===== config.mk =====
export PLATFORM = sky130hd
export DESIGN_NAME = cell_painter_flat
export DESIGN_NICKNAME = d
export VERILOG_FILES = /design/src/rtl/tetris_board_pkg.sv /design/src/rtl/cell_painter_if.sv /design/src/rtl/board_cell_origin.sv /design/src/rtl/cell_painter.sv /design/src/flat_wrapper.sv
export SDC_FILE = /design/constraint.sdc
export NUM_CORES = 1
export LEC_CHECK = 0
export BUFFER_PORTS_ARGS = -buffer_cell sky130_fd_sc_hd__buf_4
export CORE_ASPECT_RATIO = 1.25
export CORE_MARGIN = 3
export CORE_UTILIZATION = 45
export CTS_BUF_LIST = sky130_fd_sc_hd__clkbuf_4 sky130_fd_sc_hd__clkbuf_8
export DETAILED_ROUTE_END_ITERATION = 7
export GPL_ROUTABILITY_DRIVEN = 0
export PLACE_DENSITY_LB_ADDON = 0.2
export SLEW_MARGIN = 20
export SYNTH_ARGS = -nofsm -noshare
export SYNTH_HDL_FRONTEND = slang
export SYNTH_HIERARCHICAL = 1
export SYNTH_SLANG_ARGS = --single-unit

===== constraint.sdc =====
create_clock -name clk -period 13.5 [get_ports clk]
set_input_delay 2.7 -clock clk [delete_from_list [all_inputs] [get_ports clk]]
set_output_delay 2.7 -clock clk [all_outputs]
set_load 0.1 [all_outputs]

===== src/rtl/tetris_board_pkg.sv =====
// Board geometry shared by the cell painter and the pixel-to-cell decoder.
// Also holds the painter FSM state type and bus field widths.
package tetris_board_pkg;

   localparam int X0    = 204;
   localparam int Y0    = 12;
   localparam int CELL  = 22;
   localparam int PITCH = 23;
   localparam int COLS  = 10;
   localparam int ROWS  = 20;

   localparam int COL_W = 4;
   localparam int ROW_W = 5;
   localparam int PIX_W = 10;
   localparam int CLR_W = 12;
   localparam int OFS_W = 5;

   typedef enum logic [1:0] {
      IDLE,
      PAINT,
      FINISH
   } paint_state_t;

endpackage


===== src/rtl/cell_painter_if.sv =====
// Request and pixel-write bundle of the cell painter.
// master: requester + pixel sink side; slave: the painter itself.
interface cell_painter_if;
   import tetris_board_pkg::*;

   logic             req_valid;
   logic             req_ready;
   logic [COL_W-1:0] req_col;
   logic [ROW_W-1:0] req_row;
   logic [CLR_W-1:0] req_color;
   logic             px_valid;
   logic             px_ready;
   logic [PIX_W-1:0] px_x;
   logic [PIX_W-1:0] px_y;
   logic [CLR_W-1:0] px_color;
   logic             px_last;
   logic             done;
   logic             err;

   modport master (
      output req_valid, req_col, req_row, req_color, px_ready,
      input  req_ready, px_valid, px_x, px_y, px_color, px_last,
      input  done, err
   );

   modport slave (
      input  req_valid, req_col, req_row, req_color, px_ready,
      output req_ready, px_valid, px_x, px_y, px_color, px_last,
      output done, err
   );

endinterface


===== src/rtl/board_cell_origin.sv =====
// Combinational (col,row) -> top-left pixel of the cell, plus range flag.
// Ports: col, row in; ox, oy, in_range out.
module board_cell_origin #(
   parameter int X0    = tetris_board_pkg::X0,
   parameter int Y0    = tetris_board_pkg::Y0,
   parameter int PITCH = tetris_board_pkg::PITCH,
   parameter int COLS  = tetris_board_pkg::COLS,
   parameter int ROWS  = tetris_board_pkg::ROWS
) (
   input  logic [3:0] col,
   input  logic [4:0] row,
   output logic [9:0] ox,
   output logic [9:0] oy,
   output logic       in_range
);

   // Even col=15/row=31 stays below 1024, so 10 bits never wrap.
   assign ox = 10'(X0) + 10'(col) * 10'(PITCH);
   assign oy = 10'(Y0) + 10'(row) * 10'(PITCH);

   assign in_range = (32'(col) < COLS) && (32'(row) < ROWS);

endmodule


===== src/rtl/cell_painter.sv =====
// Rasterises one board cell as CELL x CELL pixel writes, x inner, y outer.
// Ports: clk, reset (sync, high); bus = request in, pixel stream out.
module cell_painter #(
   parameter int X0    = tetris_board_pkg::X0,
   parameter int Y0    = tetris_board_pkg::Y0,
   parameter int CELL  = tetris_board_pkg::CELL,
   parameter int PITCH = tetris_board_pkg::PITCH,
   parameter int COLS  = tetris_board_pkg::COLS,
   parameter int ROWS  = tetris_board_pkg::ROWS
) (
   input  logic           clk,
   input  logic           reset,
   cell_painter_if.slave  bus
);
   import tetris_board_pkg::*;

   localparam logic [4:0] CMAX = 5'(CELL - 1);

   paint_state_t state, state_nx;

   logic [3:0]  col_q;
   logic [4:0]  row_q;
   logic [11:0] clr_q;
   logic [4:0]  xo;
   logic [4:0]  yo;
   logic        err_q;

   logic [3:0]  col_s;
   logic [4:0]  row_s;
   logic [9:0]  ox;
   logic [9:0]  oy;
   logic        in_rng;
   logic        accept;
   logic        at_last;
   logic        adv;
   logic        ready_c;
   logic        valid_c;
   logic        done_c;

   // In IDLE the live request is range-checked; afterwards the
   // latched cell drives the origin for the whole raster.
   assign col_s = (state == IDLE) ? bus.req_col : col_q;
   assign row_s = (state == IDLE) ? bus.req_row : row_q;

   board_cell_origin #(
      .X0(X0), .Y0(Y0), .PITCH(PITCH), .COLS(COLS), .ROWS(ROWS)
   ) u_origin (
      .col      (col_s),
      .row      (row_s),
      .ox       (ox),
      .oy       (oy),
      .in_range (in_rng)
   );

   assign accept  = bus.req_valid && (state == IDLE);
   assign at_last = (xo == CMAX) && (yo == CMAX);
   assign adv     = (state == PAINT) && bus.px_ready;

   always_ff @(posedge clk) begin
      if (reset) state <= IDLE;
      else       state <= state_nx;
   end

   always_comb begin
      state_nx = state;
      ready_c  = 1'b0;
      valid_c  = 1'b0;
      done_c   = 1'b0;
      unique case (state)
         IDLE: begin
            ready_c = 1'b1;
            if (accept && in_rng) state_nx = PAINT;
         end
         PAINT: begin
            valid_c = 1'b1;
            if (bus.px_ready && at_last) state_nx = FINISH;
         end
         FINISH: begin
            done_c   = 1'b1;
            state_nx = IDLE;
         end
         default: state_nx = IDLE;
      endcase
   end

   always_ff @(posedge clk) begin
      if (reset) begin
         col_q <= '0;
         row_q <= '0;
         clr_q <= '0;
         xo    <= '0;
         yo    <= '0;
         err_q <= 1'b0;
      end else begin
         err_q <= accept && !in_rng;
         if (accept) begin
            col_q <= bus.req_col;
            row_q <= bus.req_row;
            clr_q <= bus.req_color;
            xo    <= '0;
            yo    <= '0;
         end else if (adv) begin
            if (xo == CMAX) begin
               xo <= '0;
               yo <= yo + 5'd1;
            end else begin
               xo <= xo + 5'd1;
            end
         end
      end
   end

   assign bus.req_ready = ready_c;
   assign bus.px_valid  = valid_c;
   assign bus.px_x      = valid_c ? ox + 10'(xo) : '0;
   assign bus.px_y      = valid_c ? oy + 10'(yo) : '0;
   assign bus.px_color  = valid_c ? clr_q : '0;
   assign bus.px_last   = valid_c && at_last;
   assign bus.done      = done_c;
   assign bus.err       = err_q;

endmodule

===== src/flat_wrapper.sv =====
// flat-port wrapper written by rule: the top's interface ports become plain ports
module cell_painter_flat import tetris_board_pkg::*;
#(
   parameter int X0    = tetris_board_pkg::X0,
   parameter int Y0    = tetris_board_pkg::Y0,
   parameter int CELL  = tetris_board_pkg::CELL,
   parameter int PITCH = tetris_board_pkg::PITCH,
   parameter int COLS  = tetris_board_pkg::COLS,
   parameter int ROWS  = tetris_board_pkg::ROWS
)
  (clk, reset, bus_req_valid, bus_req_col, bus_req_row, bus_req_color, bus_px_ready, bus_req_ready, bus_px_valid, bus_px_x, bus_px_y, bus_px_color, bus_px_last, bus_done, bus_err);
  cell_painter_if bus_i ();
  input  logic clk;
  input  logic reset;
  input wire logic [$bits(bus_i.req_valid)-1:0] bus_req_valid;
  input wire logic [$bits(bus_i.req_col)-1:0] bus_req_col;
  input wire logic [$bits(bus_i.req_row)-1:0] bus_req_row;
  input wire logic [$bits(bus_i.req_color)-1:0] bus_req_color;
  input wire logic [$bits(bus_i.px_ready)-1:0] bus_px_ready;
  output wire logic [$bits(bus_i.req_ready)-1:0] bus_req_ready;
  output wire logic [$bits(bus_i.px_valid)-1:0] bus_px_valid;
  output wire logic [$bits(bus_i.px_x)-1:0] bus_px_x;
  output wire logic [$bits(bus_i.px_y)-1:0] bus_px_y;
  output wire logic [$bits(bus_i.px_color)-1:0] bus_px_color;
  output wire logic [$bits(bus_i.px_last)-1:0] bus_px_last;
  output wire logic [$bits(bus_i.done)-1:0] bus_done;
  output wire logic [$bits(bus_i.err)-1:0] bus_err;
  assign bus_i.req_valid = bus_req_valid;
  assign bus_i.req_col = bus_req_col;
  assign bus_i.req_row = bus_req_row;
  assign bus_i.req_color = bus_req_color;
  assign bus_i.px_ready = bus_px_ready;
  assign bus_req_ready = bus_i.req_ready;
  assign bus_px_valid = bus_i.px_valid;
  assign bus_px_x = bus_i.px_x;
  assign bus_px_y = bus_i.px_y;
  assign bus_px_color = bus_i.px_color;
  assign bus_px_last = bus_i.px_last;
  assign bus_done = bus_i.done;
  assign bus_err = bus_i.err;
  cell_painter #(.X0(X0), .Y0(Y0), .CELL(CELL), .PITCH(PITCH), .COLS(COLS), .ROWS(ROWS)) u_core (.clk(clk), .reset(reset), .bus(bus_i));
endmodule

* Word level (Yosys, flattened, before mapping)
Index checks and enable logic that the tools add are counted. Widths: inputs -> output; s select.
Operators by class: reductions and logical operators 13, equality and inequality tests 6, order comparisons 2, add/subtract/negate cells 6, multiplexer cells 12, $mul 2
Operator list (number):
- $add 10x5->10 | 2
- $mux 10 | 2
- $mux 12 | 1
- $add 4x10->10 const A | 1
- $add 5x1->5 const B | 2
- $add 8x9->10 const A | 1
- $eq 5x5->1 const B | 2
- $mul 5x5->10 const B | 1
- $mux 5 | 2
- $mul 4x5->9 const B | 1
- $logic_and 1x1->1 | 8
- $lt 5x5->1 const B | 1
- $lt 4x4->1 const B | 1
- $mux 2 | 2
- $mux 4 | 1
- $ne 2x2->1 const B | 2
- $pmux 2 s2 | 1
- $reduce_and 2->1 | 2
- $mux 1 | 3
- $eq 2x1->1 const B | 1
- $eq 2x2->1 const B | 1
- $logic_not 2->1 | 1
- $reduce_or 2->1 | 1
- $logic_not 1->1 | 1
Word-level totals: register bits 34, output and inout port bits 37, word-level logic and storage cells 48, input port bits 25

* Depth between registers and ports, before layout
depth in word-level cells 7, gate-level depth with buffers 17, depth with buffers taken out 16

* By module
Netlist, hierarchy kept.
Modules (own cells, without submodules):
- cell_painter | times used 1, cells each 249, seq. area each 680.7 µm², area each 2163.3 µm²
- board_cell_origin | times used 1, cells each 137, seq. area each 0.0 µm², area each 1192.4 µm²

* Worst setup path after synthesis
No wires, ideal clock.
kind in2out, from input bus_req_row[1], to output bus_px_y[4], path buffers 0, slack 3195 ps, data required time 10800 ps, arrival time 7605 ps, cell stages on the path 12, cells stage by stage mux2_2 > inv_1 > fa_1 > inv_1 > fa_1 > inv_1 > ha_1 > fa_1 > ha_1 > o21a_1 > o31a_2 > a211oi_1
Between the ends: cells in the longest elaborated chain, start to end 5
RTL lines:
- start, declared | line flat_wrapper.sv:17 | input wire logic [$bits(bus_i.req_row)-1:0] bus_req_row;
- $mux 5 | line cell_painter.sv:43 | assign row_s = (state == IDLE) ? bus.req_row : row_q;
- $mul 5x5->10 | line board_cell_origin.sv:19 | assign oy = 10'(Y0) + 10'(row) * 10'(PITCH);
- $add 4x10->10 | line board_cell_origin.sv:19
- via u_core.oy[4] | line cell_painter.sv:31 | logic [9:0] oy;
- $add 10x5->10 | line cell_painter.sv:116 | assign bus.px_y = valid_c ? oy + 10'(yo) : '0;
- $mux 10 | line cell_painter.sv:116
- end, declared | line flat_wrapper.sv:23 | output wire logic [$bits(bus_i.px_y)-1:0] bus_px_y;
The timed path passes the listed nets, and every way through them passes these cells.

* Worst setup path after layout
from input bus_req_row[1], to output bus_px_y[9]
Between the ends: cells in the longest elaborated chain, start to end 5
RTL lines:
- $mux 5 | line cell_painter.sv:43
- via u_core.row_s[1] | line cell_painter.sv:29 | logic [4:0] row_s;
- $mul 5x5->10 | line board_cell_origin.sv:19
- $add 4x10->10 | line board_cell_origin.sv:19
- via u_core.oy[7] | line cell_painter.sv:31
- $add 10x5->10 | line cell_painter.sv:116
- $mux 10 | line cell_painter.sv:116
The timed path passes the listed nets, and every way through them passes these cells.

==> impl_metrics.csv <==
group,metric,value,unit
cts,cts_buffers,5,
routing,dr_total_vias,2975,
finish,fillers,667,
die,core_area,7100,µm²
sta,hold_viol,0,
routing,drc,0,
routing,drt_iter0_markers,89,
cts,cts_max_level,2,
power_and_ir_drop,powerDensity,204,nW/µm²
logic_synthesis,synth_compound_area_share,20.8,%
placement,io_buffers,61,
worst_hold_path,hp-class,"reg2reg",
sta,drv_slew,0,
routing,ant_nets,0,
sta,setup_violations,0,
die,rows,34,
setup_path,regToRegSetupSlack,10.83,ns
cts,cts_tree,"done",
cts,cts.sink_count,34,
die,die_height,103,µm
placement,dp_hpwl,5.95,mm
sta,worst_slew_pin_slew,0.968,ns
sta,hold_ws,0.469,ns
sta,fin_skew,0.00161,ns
grt,grt_max_degree,30,
cts,cts_root_buf,"clkbuf_8",
routing,wirelength,7.58,mm
setup_path,timing.rr.start,"u_core/state[0]$_SDFFE_PP0P_",
setup_path,start_kind,"input pin",
logic_synthesis,synthArstFlopShare,0,%
logic_synthesis,synth_edf_count,0,
finish,nNetsFinal,534,
sta,tns,0,ns
logic_synthesis,synthSimpleGateAreaFrac,19.0,%
die,die_area,8540,µm²
worst_hold_path,whs_endpoint,"u_core/clr_q[10]$_SDFFE_PP0N_",
grt,antenna_found_initial,0,
logic_synthesis,syn_nets,476,
setup_path,endpoint_kind,"output pin",
cts,cts_buffer_depth,2,
sta,min_period,9.31,ns
placement,dpl_cell_area,3890,µm²
routing,vias_per_cell,5.57,
cts,post_cts_buffers,0,
routing,avgRoutedWirePerCell,14.2,µm
grt,overflow,0,
setup_path,cp-startpoint,"bus_req_row[1]",
finish,n_antenna_cell,0,
worst_hold_path,hold_start,"u_core/clr_q[10]$_SDFFE_PP0N_",
grt,grt_pass1_vias,2895,
run,drv_cap,0,
logic_synthesis,synthAdderAreaFrac,26.7,%
finish,area_growth,18.2,%
routing,first_pass_iters,5,
die,io_pins,62,
grt,track_usage,17.6,%
die,initial_utilization,47.2,%
setup_path,setup.worst_path.class,"in2out",
cts,cts_hold_buf,0,
logic_synthesis,synth-xor-area-share,2.35,%
sta,rsz0062_at_grt,"no",
logic_synthesis,syn_inst,386,
finish,fin_area,3970,µm²
cts,ctsResizeCount,0,
logic_synthesis,ys_seq_elements,34,
placement,dp_slack,4.20,ns
logic_synthesis,ys_warn_count,6,
die,die_w,83.2,µm
run_status,status,"complete, no violations",
logic_synthesis,synthTopCellsByArea,"dfxtp_1 20%, ha_1 20%, fa_1 6.6%",
sta,period_share,69.0,%
logic_synthesis,synthDistinctLibCells,52,
setup_path,ff2ff_path_depth,6,
setup_path,r2r_end,"u_core/bus.err$_SDFF_PP0_",
grt,grt_pass1_wl,12.7,mm
power_and_ir_drop,peakVddDrop,0.272,mV
logic_synthesis,syn_avg_cell_area,8.69,µm²
setup_path,crit_fanout,4,
worst_hold_path,holdPathStages,1,
setup_path,worstPathRequired,10.80,ns
logic_synthesis,synth_top_family_by_area,"adder cells",
logic_synthesis,synth_top_area_cell,"dfxtp_1",
logic_synthesis,ys.flop_type,"dfxtp_1",
sta,fin_ws,4.19,ns
cts,clock_latency,0.28,ns
logic_synthesis,synth_mux_area_share,4.55,%
logic_synthesis,yosysSeqAreaShare,20.3,%
power_and_ir_drop,leakagePower,1.88,nW
sta,fmax,107,MHz
cts,path_clk_slew,0.07,ns
logic_synthesis,synth_area,3360,µm²
setup_path,crit_arrival,6.61,ns
sta,slew_headroom,35.3,%
logic_synthesis,synth_top_cell_area_share,20.3,%
finish,final_layout_size_suffix_gt1_share,19.8,%
==> flip-flops by register name, summed over array words and instances, names as in the netlist <==
name and cells:
u_core/bus.err 1, u_core/clr_q 12, u_core/col_q 4, u_core/row_q 5
u_core/state 2, u_core/xo 5, u_core/yo 5
==> cells by family after synthesis <==
logic type | count (synthesis)
mux | 14
simple gates | 114
compound gates | 97
xor+xnor | 9
buf+inv | 53
flops | 34
fa+ha+maj | 65
==> synth_stat cells, drive strengths merged, types with 2 or more instances <==
master / number
nand2b: 6
o31a: 2
nor4: 2
ha: 54
xor2: 3
or2: 2
nand3: 5
a21oi: 14
nand4: 6
o211ai: 3
a31oi: 5
clkbuf: 6
o31ai: 4
or4: 6
or4b: 2
dfxtp: 34
xnor2: 6
and2: 15
o21a: 6
a21o: 5
nor2b: 6
inv: 40
mux2: 10
nand2: 13
nand4b: 2
mux2i: 4
buf: 7
and3b: 2
nand3b: 2
or3: 2
nor3: 9
o2111ai: 5
nor3b: 4
a211oi: 10
nor2: 27
o21ai: 16
a311oi: 2
fa: 11
a22o: 22
==> power by group <==
group	switching (mW)	internal, mW
logic	0.425	0.202
registers	0.00356	0.107
clock network	0.0364	0.0346
==> placed cells by master (no fill, tap or decap), drive strengths merged, types with 9 or more instances in the layout <==
cell type,n
buf,64
ha,54
inv,40
dfxtp,34
nor2,27
a22o,22
o21ai,16
and2,15
a21oi,14
nand2,13
fa,11
mux2,10
a211oi,10
nor3,9
==> per-layer routing <==
layer	vias to the layer above	wire (µm)	GRT usage (%)
met5	-	0	0
met4	0	204	7.17
met3	14	334	2.56
met2	71	3490	30.2
met1	1371	3550	22.3
li1	1519	-	-
==> critical path, stage by stage <==
cell     delay (ns)
buf_4          0.09
mux2_2         0.17
inv_1          0.09
fa_1           0.59
inv_1          0.08
fa_1           0.54
inv_1          0.05
ha_1           0.23
fa_1           0.43
a21o_2         0.21
a21oi_1        0.17
xnor2_1        0.21
nand4_1        0.15
or4_1          0.42
a21oi_1        0.16
buf_4          0.31
==> worst max path at each step <==
stage | endpoint | slack, ns
floorplan | bus_px_y[4] | 3.20
global placement | bus_px_y[9] | 4.22
detailed placement | bus_px_y[9] | 4.20
CTS | bus_px_y[9] | 4.17
global route | bus_px_y[9] | 3.97
finish | bus_px_y[9] | 4.19
==> layout make-up <==
type                       instances  area [µm²]  area share [%]
multi-input combinational        299        2460            62.1
sequential                        34         681            17.2
timing repair buffer              64         480            12.1
inverter                          40         150            3.79
tap                               90         113            2.84
clock buffer                       5        68.8            1.74
clock inverter                     2        10.0           0.252
==> stage by stage <==
stage                     util, %  std cells  power, mW
after floorplan                 -        386      0.621
after global placement       54.7        527      0.724
after detailed placement     54.7        527      0.739
after CTS                    55.8        534      0.813
after global routing         55.8        534      0.875
final                        55.8        534      0.809
Note: power is estimated with default switching activity, not from simulation.
